--- config.mk ---
export PLATFORM = sky130hd
export DESIGN_NAME = disp_mem_arbiter
export DESIGN_NICKNAME = d
export VERILOG_FILES = /design/src/rtl/disp_mem_arbiter.sv
export SDC_FILE = /design/constraint.sdc
export NUM_CORES = 1
export LEC_CHECK = 0
export CAP_MARGIN = 10
export CELL_PAD_IN_SITES_DETAIL_PLACEMENT = 0
export CELL_PAD_IN_SITES_GLOBAL_PLACEMENT = 2
export CORE_ASPECT_RATIO = 1.1
export CORE_MARGIN = 5
export CORE_UTILIZATION = 38
export CTS_BUF_LIST = sky130_fd_sc_hd__clkbuf_8
export CTS_CLUSTER_DIAMETER = 50
export CTS_CLUSTER_SIZE = 40
export DETAILED_ROUTE_END_ITERATION = 8
export DONT_BUFFER_PORTS = 1
export PLACE_DENSITY = 0.94
export SYNTH_ARGS = -nofsm -noshare
export SYNTH_HDL_FRONTEND = slang
export SYNTH_SLANG_ARGS = --single-unit
--- constraint.sdc ---
create_clock -name iVGA_CLK -period 2.7 [get_ports iVGA_CLK]
set_input_delay 0.54 -clock iVGA_CLK [delete_from_list [all_inputs] [get_ports iVGA_CLK]]
set_output_delay 0.54 -clock iVGA_CLK [all_outputs]
set_load 0.02 [all_outputs]
--- src/rtl/disp_mem_arbiter.sv ---
// Single-port display memory arbiter: the VGA scan owns the port during active video.
// Game-logic reads/writes and the clear sweep share the blanking cycles.
module disp_mem_arbiter #(
    parameter int                ADDR_W      = 12,
    parameter int                DATA_W      = 3,
    parameter int                NUM_WORDS   = 300,
    parameter logic [DATA_W-1:0] CLEAR_COLOR = {DATA_W{1'b0}}
) (
    input  logic              iVGA_CLK,
    input  logic              iRST_n,
    input  logic              iBLANK_n,
    input  logic [ADDR_W-1:0] iVGA_ADDR,
    output logic [DATA_W-1:0] oVGA_DATA,
    input  logic              iWR_REQ,
    input  logic [ADDR_W-1:0] iWR_ADDR,
    input  logic [DATA_W-1:0] iWR_DATA,
    output logic              oWR_ACK,
    input  logic              iRD_REQ,
    input  logic [ADDR_W-1:0] iRD_ADDR,
    output logic              oRD_ACK,
    output logic [DATA_W-1:0] oRD_DATA,
    output logic              oRD_VALID,
    input  logic              iCLEAR,
    output logic              oBUSY,
    output logic [ADDR_W-1:0] oMEM_ADDR,
    output logic [DATA_W-1:0] oMEM_WDATA,
    output logic              oMEM_WE,
    input  logic [DATA_W-1:0] iMEM_RDATA
);

    localparam logic [ADDR_W-1:0] NUM_WORDS_A = ADDR_W'(NUM_WORDS);
    localparam logic [ADDR_W-1:0] LAST_ADDR   = ADDR_W'(NUM_WORDS - 1);

    typedef enum logic [1:0] {
        S_IDLE,
        S_RD_WAIT,
        S_CLEAR
    } state_t;

    state_t            state_reg, state_next;
    logic              last_rd_reg, last_rd_next;
    logic [ADDR_W-1:0] clr_cnt_reg, clr_cnt_next;
    logic              clr_pend_reg, clr_pend_next;
    logic              rd_oob_reg, rd_oob_next;
    logic [DATA_W-1:0] rd_data_reg;
    logic              rd_valid_reg;

    logic              wr_ack;
    logic              rd_ack;
    logic              mem_we;
    logic [ADDR_W-1:0] mem_addr;
    logic [DATA_W-1:0] mem_wdata;

    always_ff @(posedge iVGA_CLK or negedge iRST_n) begin
        if (!iRST_n) begin
            state_reg    <= S_IDLE;
            last_rd_reg  <= 1'b1;
            clr_cnt_reg  <= '0;
            clr_pend_reg <= 1'b0;
            rd_oob_reg   <= 1'b0;
            rd_data_reg  <= '0;
            rd_valid_reg <= 1'b0;
        end else begin
            state_reg    <= state_next;
            last_rd_reg  <= last_rd_next;
            clr_cnt_reg  <= clr_cnt_next;
            clr_pend_reg <= clr_pend_next;
            rd_oob_reg   <= rd_oob_next;
            rd_valid_reg <= (state_reg == S_RD_WAIT);
            // Capture is unconditional on blanking: the address was presented in the grant cycle.
            if (state_reg == S_RD_WAIT) begin
                rd_data_reg <= rd_oob_reg ? CLEAR_COLOR : iMEM_RDATA;
            end
        end
    end

    always_comb begin
        state_next    = state_reg;
        last_rd_next  = last_rd_reg;
        clr_cnt_next  = clr_cnt_reg;
        clr_pend_next = clr_pend_reg;
        rd_oob_next   = rd_oob_reg;
        mem_addr      = iVGA_ADDR;
        mem_wdata     = iWR_DATA;
        mem_we        = 1'b0;
        wr_ack        = 1'b0;
        rd_ack        = 1'b0;

        case (state_reg)
            S_IDLE: begin
                if (iCLEAR || clr_pend_reg) begin
                    state_next    = S_CLEAR;
                    clr_cnt_next  = '0;
                    clr_pend_next = 1'b0;
                end else if (!iBLANK_n) begin
                    // Round-robin between the two request classes when both are pending.
                    if (iWR_REQ && (!iRD_REQ || last_rd_reg)) begin
                        wr_ack       = 1'b1;
                        mem_addr     = iWR_ADDR;
                        mem_wdata    = iWR_DATA;
                        mem_we       = (iWR_ADDR < NUM_WORDS_A);
                        last_rd_next = 1'b0;
                    end else if (iRD_REQ) begin
                        rd_ack       = 1'b1;
                        mem_addr     = iRD_ADDR;
                        last_rd_next = 1'b1;
                        rd_oob_next  = !(iRD_ADDR < NUM_WORDS_A);
                        state_next   = S_RD_WAIT;
                    end
                end
            end
            S_RD_WAIT: begin
                if (iCLEAR) begin
                    clr_pend_next = 1'b1;
                end
                state_next = S_IDLE;
            end
            S_CLEAR: begin
                if (!iBLANK_n) begin
                    mem_addr  = clr_cnt_reg;
                    mem_wdata = CLEAR_COLOR;
                    mem_we    = 1'b1;
                    if (clr_cnt_reg == LAST_ADDR) begin
                        state_next   = S_IDLE;
                        clr_cnt_next = '0;
                    end else begin
                        clr_cnt_next = clr_cnt_reg + 1'b1;
                    end
                end
            end
            default: begin
                state_next = S_IDLE;
            end
        endcase
    end

    // Strobes are gated by reset so nothing reaches the memory while iRST_n is low.
    assign oWR_ACK    = wr_ack && iRST_n;
    assign oRD_ACK    = rd_ack && iRST_n;
    assign oMEM_WE    = mem_we && iRST_n;
    assign oMEM_ADDR  = mem_addr;
    assign oMEM_WDATA = mem_wdata;
    assign oVGA_DATA  = iMEM_RDATA;
    assign oRD_DATA   = rd_data_reg;
    assign oRD_VALID  = rd_valid_reg;
    assign oBUSY      = (state_reg == S_CLEAR);

endmodule
Yosys cells after proc, flatten, opt, wreduce, memory -nomap -nowiden

Cells that the tools add are included.
W data, S select, Z words.

Register bits after elaboration: 21
Latch bits: 0
RAM bits: 0
Bits in read-only memories: 0
Input port bits: 48
Output and inout bits: 26
Memories kept: 0

Add/sub/neg operators: 1
Multiply operators: 0
Div/mod/pow operators: 0
$lt $le $gt $ge: 2
Eq/ne operators: 10
Shift-type cells: 0
Muxes and demuxes: 39
Bitwise operators: 3
Reduce and logical (&&, ||, !) cells: 17

Operator list:

| cell                    | count |
|---|---|
| $mux W12                | 8 |
| $pmux W12 S2            | 2 |
| $lt A12 B9 Y1 const B   | 2 |
| $mux W1                 | 17 |
| $add A12 B1 Y12 const B | 1 |
| $eq A12 B9 Y1 const B   | 1 |
| $mux W2                 | 6 |
| $reduce_and A5 Y1       | 2 |
| $mux W3                 | 3 |
| $ne A3 B3 Y1 const B    | 3 |
| $ne A2 B2 Y1 const B    | 3 |
| $reduce_and A3 Y1       | 2 |
| $reduce_bool A2 Y1      | 3 |
| $logic_and A1 B1 Y1     | 4 |
| $pmux W1 S2             | 2 |
| $pmux W2 S2             | 1 |
| $reduce_and A4 Y1       | 1 |
| $not A1 Y1              | 3 |
| $eq A2 B1 Y1 const B    | 1 |
| $eq A2 B2 Y1 const B    | 1 |
| $logic_not A1 Y1        | 2 |
| $logic_not A2 Y1        | 1 |
| $logic_or A1 B1 Y1      | 2 |
| $ne A2 B1 Y1 const B    | 1 |

Depth between registers and ports, before layout

Gate-level depths: netlist of run 1.

Depth after elaboration: 8
Depth in mapped cells: 5
Depth with buffers taken out: 5

Worst setup path before layout of run 1

OpenSTA, ideal clock, no wires.

Path kind: in2out
Start point: in iBLANK_n
End point: out oMEM_ADDR[0]
Arrival time: 1.665 ns
Path slack: 0.495 ns
Stages: 4
Buffers on the path: 1
Cells stage by stage: nor3_1 nand3_1 clkbuf_1 o211ai_1

Word-level cells in the longest chain between the ends: 3
Elaborated cells on any way between the ends: 4
Classes of those cells: 4 x mux

Ends and longest elaborated chain:

| element          | RTL line | source |
|---|---|---|
| start, declared  | 11       | `input logic iBLANK_n,` |
| $mux W12         | 95       | `end else if (!iBLANK_n) begin` |
| $mux W12         | 91       | `if (iCLEAR \|\| clr_pend_reg) begin` |
| $pmux W12 S2 (*) | 89       | `case (state_reg)` |
| end, declared    | 25       | `output logic [ADDR_W-1:0] oMEM_ADDR,` |

Every way passes the cells marked *; elsewhere a longest branch is shown, timed or not.

Final worst setup path of run 1

Start point: reg last_rd_reg
End point: out oMEM_ADDR[5]

Word-level cells in the longest chain between the ends: 6

Ends and longest elaborated chain:

| element                | RTL line | source |
|---|---|---|
| start, declared        | 41       | `logic last_rd_reg, last_rd_next;` |
| start signal, assigned | 65       | `last_rd_reg <= last_rd_next;` |
| $logic_or A1 B1 Y1     | 97       | `if (iWR_REQ && (!iRD_REQ \|\| last_rd_reg)) begin` |
| $logic_and A1 B1 Y1    | 97       |  |
| $mux W12               | 97       |  |
| $mux W12               | 95       |  |
| $mux W12               | 91       |  |
| $pmux W12 S2           | 89       |  |

No other way between the ends.

==> results.ini, run 1 <==
[placement]
hpwl_um=3929
io_buffers=0
dp_slack_ns=0.2597
place_congestion=0.8814
placed_area_sq_mm=0.001705

[cells_and_area]
drive_above_1_share=0.1457
layout-area-overhead-vs-synth_pct=10.48
n_antenna_cell=0
fin_util=0.4391
nets=249
stdcell_area_sq_mm=0.001767
largest_register_ffs=12

[die]
dieArea_sq_mm=0.005607
initial_core_util=0.3974
core_sq_mm=0.004024
pin_count=74
die_w_um=71.85
die_h_um=78.04
rows=24

[drt]
vias_per_cell=6.343
wirelength_um=4904
drcViolationCount=0
first_pass_iters=4
drtAntennaViolNets=0
wl_per_cell_um=19.54
first_iter_violations=77
via_count=1592

[worst_setup_path]
cp.required_ns=2.16
start_kind=register
cp_max_fo=12
worstSetupPathType=register to primary output
cp.arrival_ns=2.00
endpoint_kind=primary output

[flow_run]
drv_cap=0

[clocking]
clkSinkCount=21
cts_max_path_buffers=2
cts_root_buf=clkbuf_8
cts_tree=done
clk_pin_slew_ns=0.08
post_cts_buffers=0
cts_made_buffers=3
htree_levels=1
clk_latency_ns=0.26

[timing]
relSlewSlack=0.3565
period_minus_slack_ns=2.540
setup_violations=0
finalSetupTns_ns=0
tightestPinTransition_ns=0.9620
fin_ws_ns=0.1603
slew_viol_final=0
timing.fmax_mhz=393.8
hold_viol_final=0
rsz0062_at_grt=false
skew_ns=0.006206
fin_crit_sh=0.9406

[logic_synthesis]
syn_inst=191
synth_edf_count=0
synthFlopType=dfrtp_1
synth_area_sq_mm=0.001599
yosys_warnings=0
synth_area_per_cell_sq_um=8.372
ys_types=47
postSynth.asyncResetShare=1.000
seq_area_frac_synth=0.3294
synth-seq-cells=21
syn_nets=240

[grt]
grt_pass1_vias=1545
grt_max_degree=21
grt_overflow_total=0
antenna_found_initial=0
grt_pass1_wl_um=7741
grt_use_total=0.1696

[power_and_ir_drop]
ir_worst_vdd_mv=0.2512
cellLeakagePower_nw=0.7217
powerDensity_mw_per_mm2=726.3

[hold_path]
hold_path_class=input port to asynchronous set/reset pin

[status]
status=complete, no violations

## critical path: stages (launching register included)
cell	delay, ns
dfstp_2	0.57
o21a_1	0.48
mux2i_1	0.33
o221ai_1	0.17
buf_4	0.18
## power breakdown
group | total [mW] | switching, mW | internal (mW)
clock | 0.202 | 0.0989 | 0.103
sequential | 0.501 | 0.107 | 0.393
combinational | 0.581 | 0.345 | 0.236
total | 1.28 | 0.551 | 0.732
## cells in the mapped netlist (3+ instances only)
library cell | number | share of area
nor2_1 | 5 | 0.012
and2_1 | 5 | 0.020
clkbuf_1 | 4 | 0.0094
mux2i_1 | 11 | 0.069
buf_4 | 3 | 0.014
o21ai_0 | 26 | 0.081
nand2_1 | 16 | 0.038
a22oi_1 | 9 | 0.042
nand3_1 | 7 | 0.022
dfrtp_1 | 20 | 0.31
a21oi_1 | 13 | 0.041
or3_1 | 9 | 0.035
nand2b_1 | 3 | 0.012
inv_1 | 7 | 0.016
o211ai_1 | 3 | 0.014
o221ai_1 | 10 | 0.055
nor3_1 | 4 | 0.013
and3_1 | 3 | 0.012
## routing by layer
metal / up-vias / GRT usage / wire, um
li1: 741 / - / -
met3: 10 / 0.04470 / 402
met4: 0 / 0.04511 / 89
met5: - / 0 / 0
met2: 78 / 0.3070 / 2560
met1: 763 / 0.1957 / 1851
## logic make-up (layout without fill, tap and decap cells)
logic type | after synthesis | in the layout | synth area share
mux | 12 | 12 | 0.07590
simple gates | 67 | 67 | 0.2402
xor+xnor | 1 | 1 | 0.005478
fa+ha+maj | 1 | 1 | 0.007823
buf+inv | 18 | 26 | 0.05633
flops | 21 | 21 | 0.3294
compound gates | 71 | 71 | 0.2848
## stage by stage
step	total power, mW	hold slack, ns	instances
2_1_floorplan	0.9137	0.2444	191
3_3_place_gp	1.055	0.2451	246
3_5_place_dp	1.078	0.2452	246
4_1_cts	1.293	0.1036	251
5_1_grt	1.380	0.09210	251
6_report	1.283	0.1139	251
## path summary, 6_finish.rpt
path	startpoint	to	slack, ns	cells after the start
worst max-delay path	last_rd_reg	oMEM_ADDR[5]	0.16	4
worst min-delay path	iRST_n	last_rd_reg	0.11	0
worst max register to register	state_reg[0]	clr_cnt_reg[11]	0.87	5
worst min register to register	clr_pend_reg	clr_pend_reg	0.54	2
max in group asynchronous	iRST_n	clr_cnt_reg[9]	1.23	1
min in group iVGA_CLK	iWR_REQ	last_rd_reg	0.35	1
## area by class of cell
type | count | area [sq um]
clock buffer | 3 | 41.29
clock inverter | 1 | 5.005
fill | 408 | 2257
inverter | 7 | 26.28
multi-input combinational | 152 | 987.2
sequential | 21 | 526.8
tap | 52 | 65.06
timing repair buffer | 15 | 115.1
## cell usage in the layout, fill, tap and decap left out, types with 7 or more instances in the layout
| cell type | synthesis | final |
|---|---|---|
| or3_1 | 9 | 9 |
| nand2_1 | 16 | 16 |
| o221ai_1 | 10 | 10 |
| a22oi_1 | 9 | 9 |
| mux2i_1 | 11 | 11 |
| inv_1 | 7 | 7 |
| buf_4 | 3 | 14 |
| o21ai_0 | 26 | 26 |
| dfrtp_1 | 20 | 20 |
| a21oi_1 | 13 | 13 |
## timing repair
action	CTS	global route
gates resized for setup	0	1
hold endpoints to repair	20	0
endpoints found under the setup margin	0	3
hold buffers	1	0
(Power assumes the default switching activity.)
==> inputs of run 2 (changes only) <==
CTS_CLUSTER_SIZE = 10   (was 40)
==> results of run 2 <==
No change in the layout: final DEF, timing and power equal those of run 1.
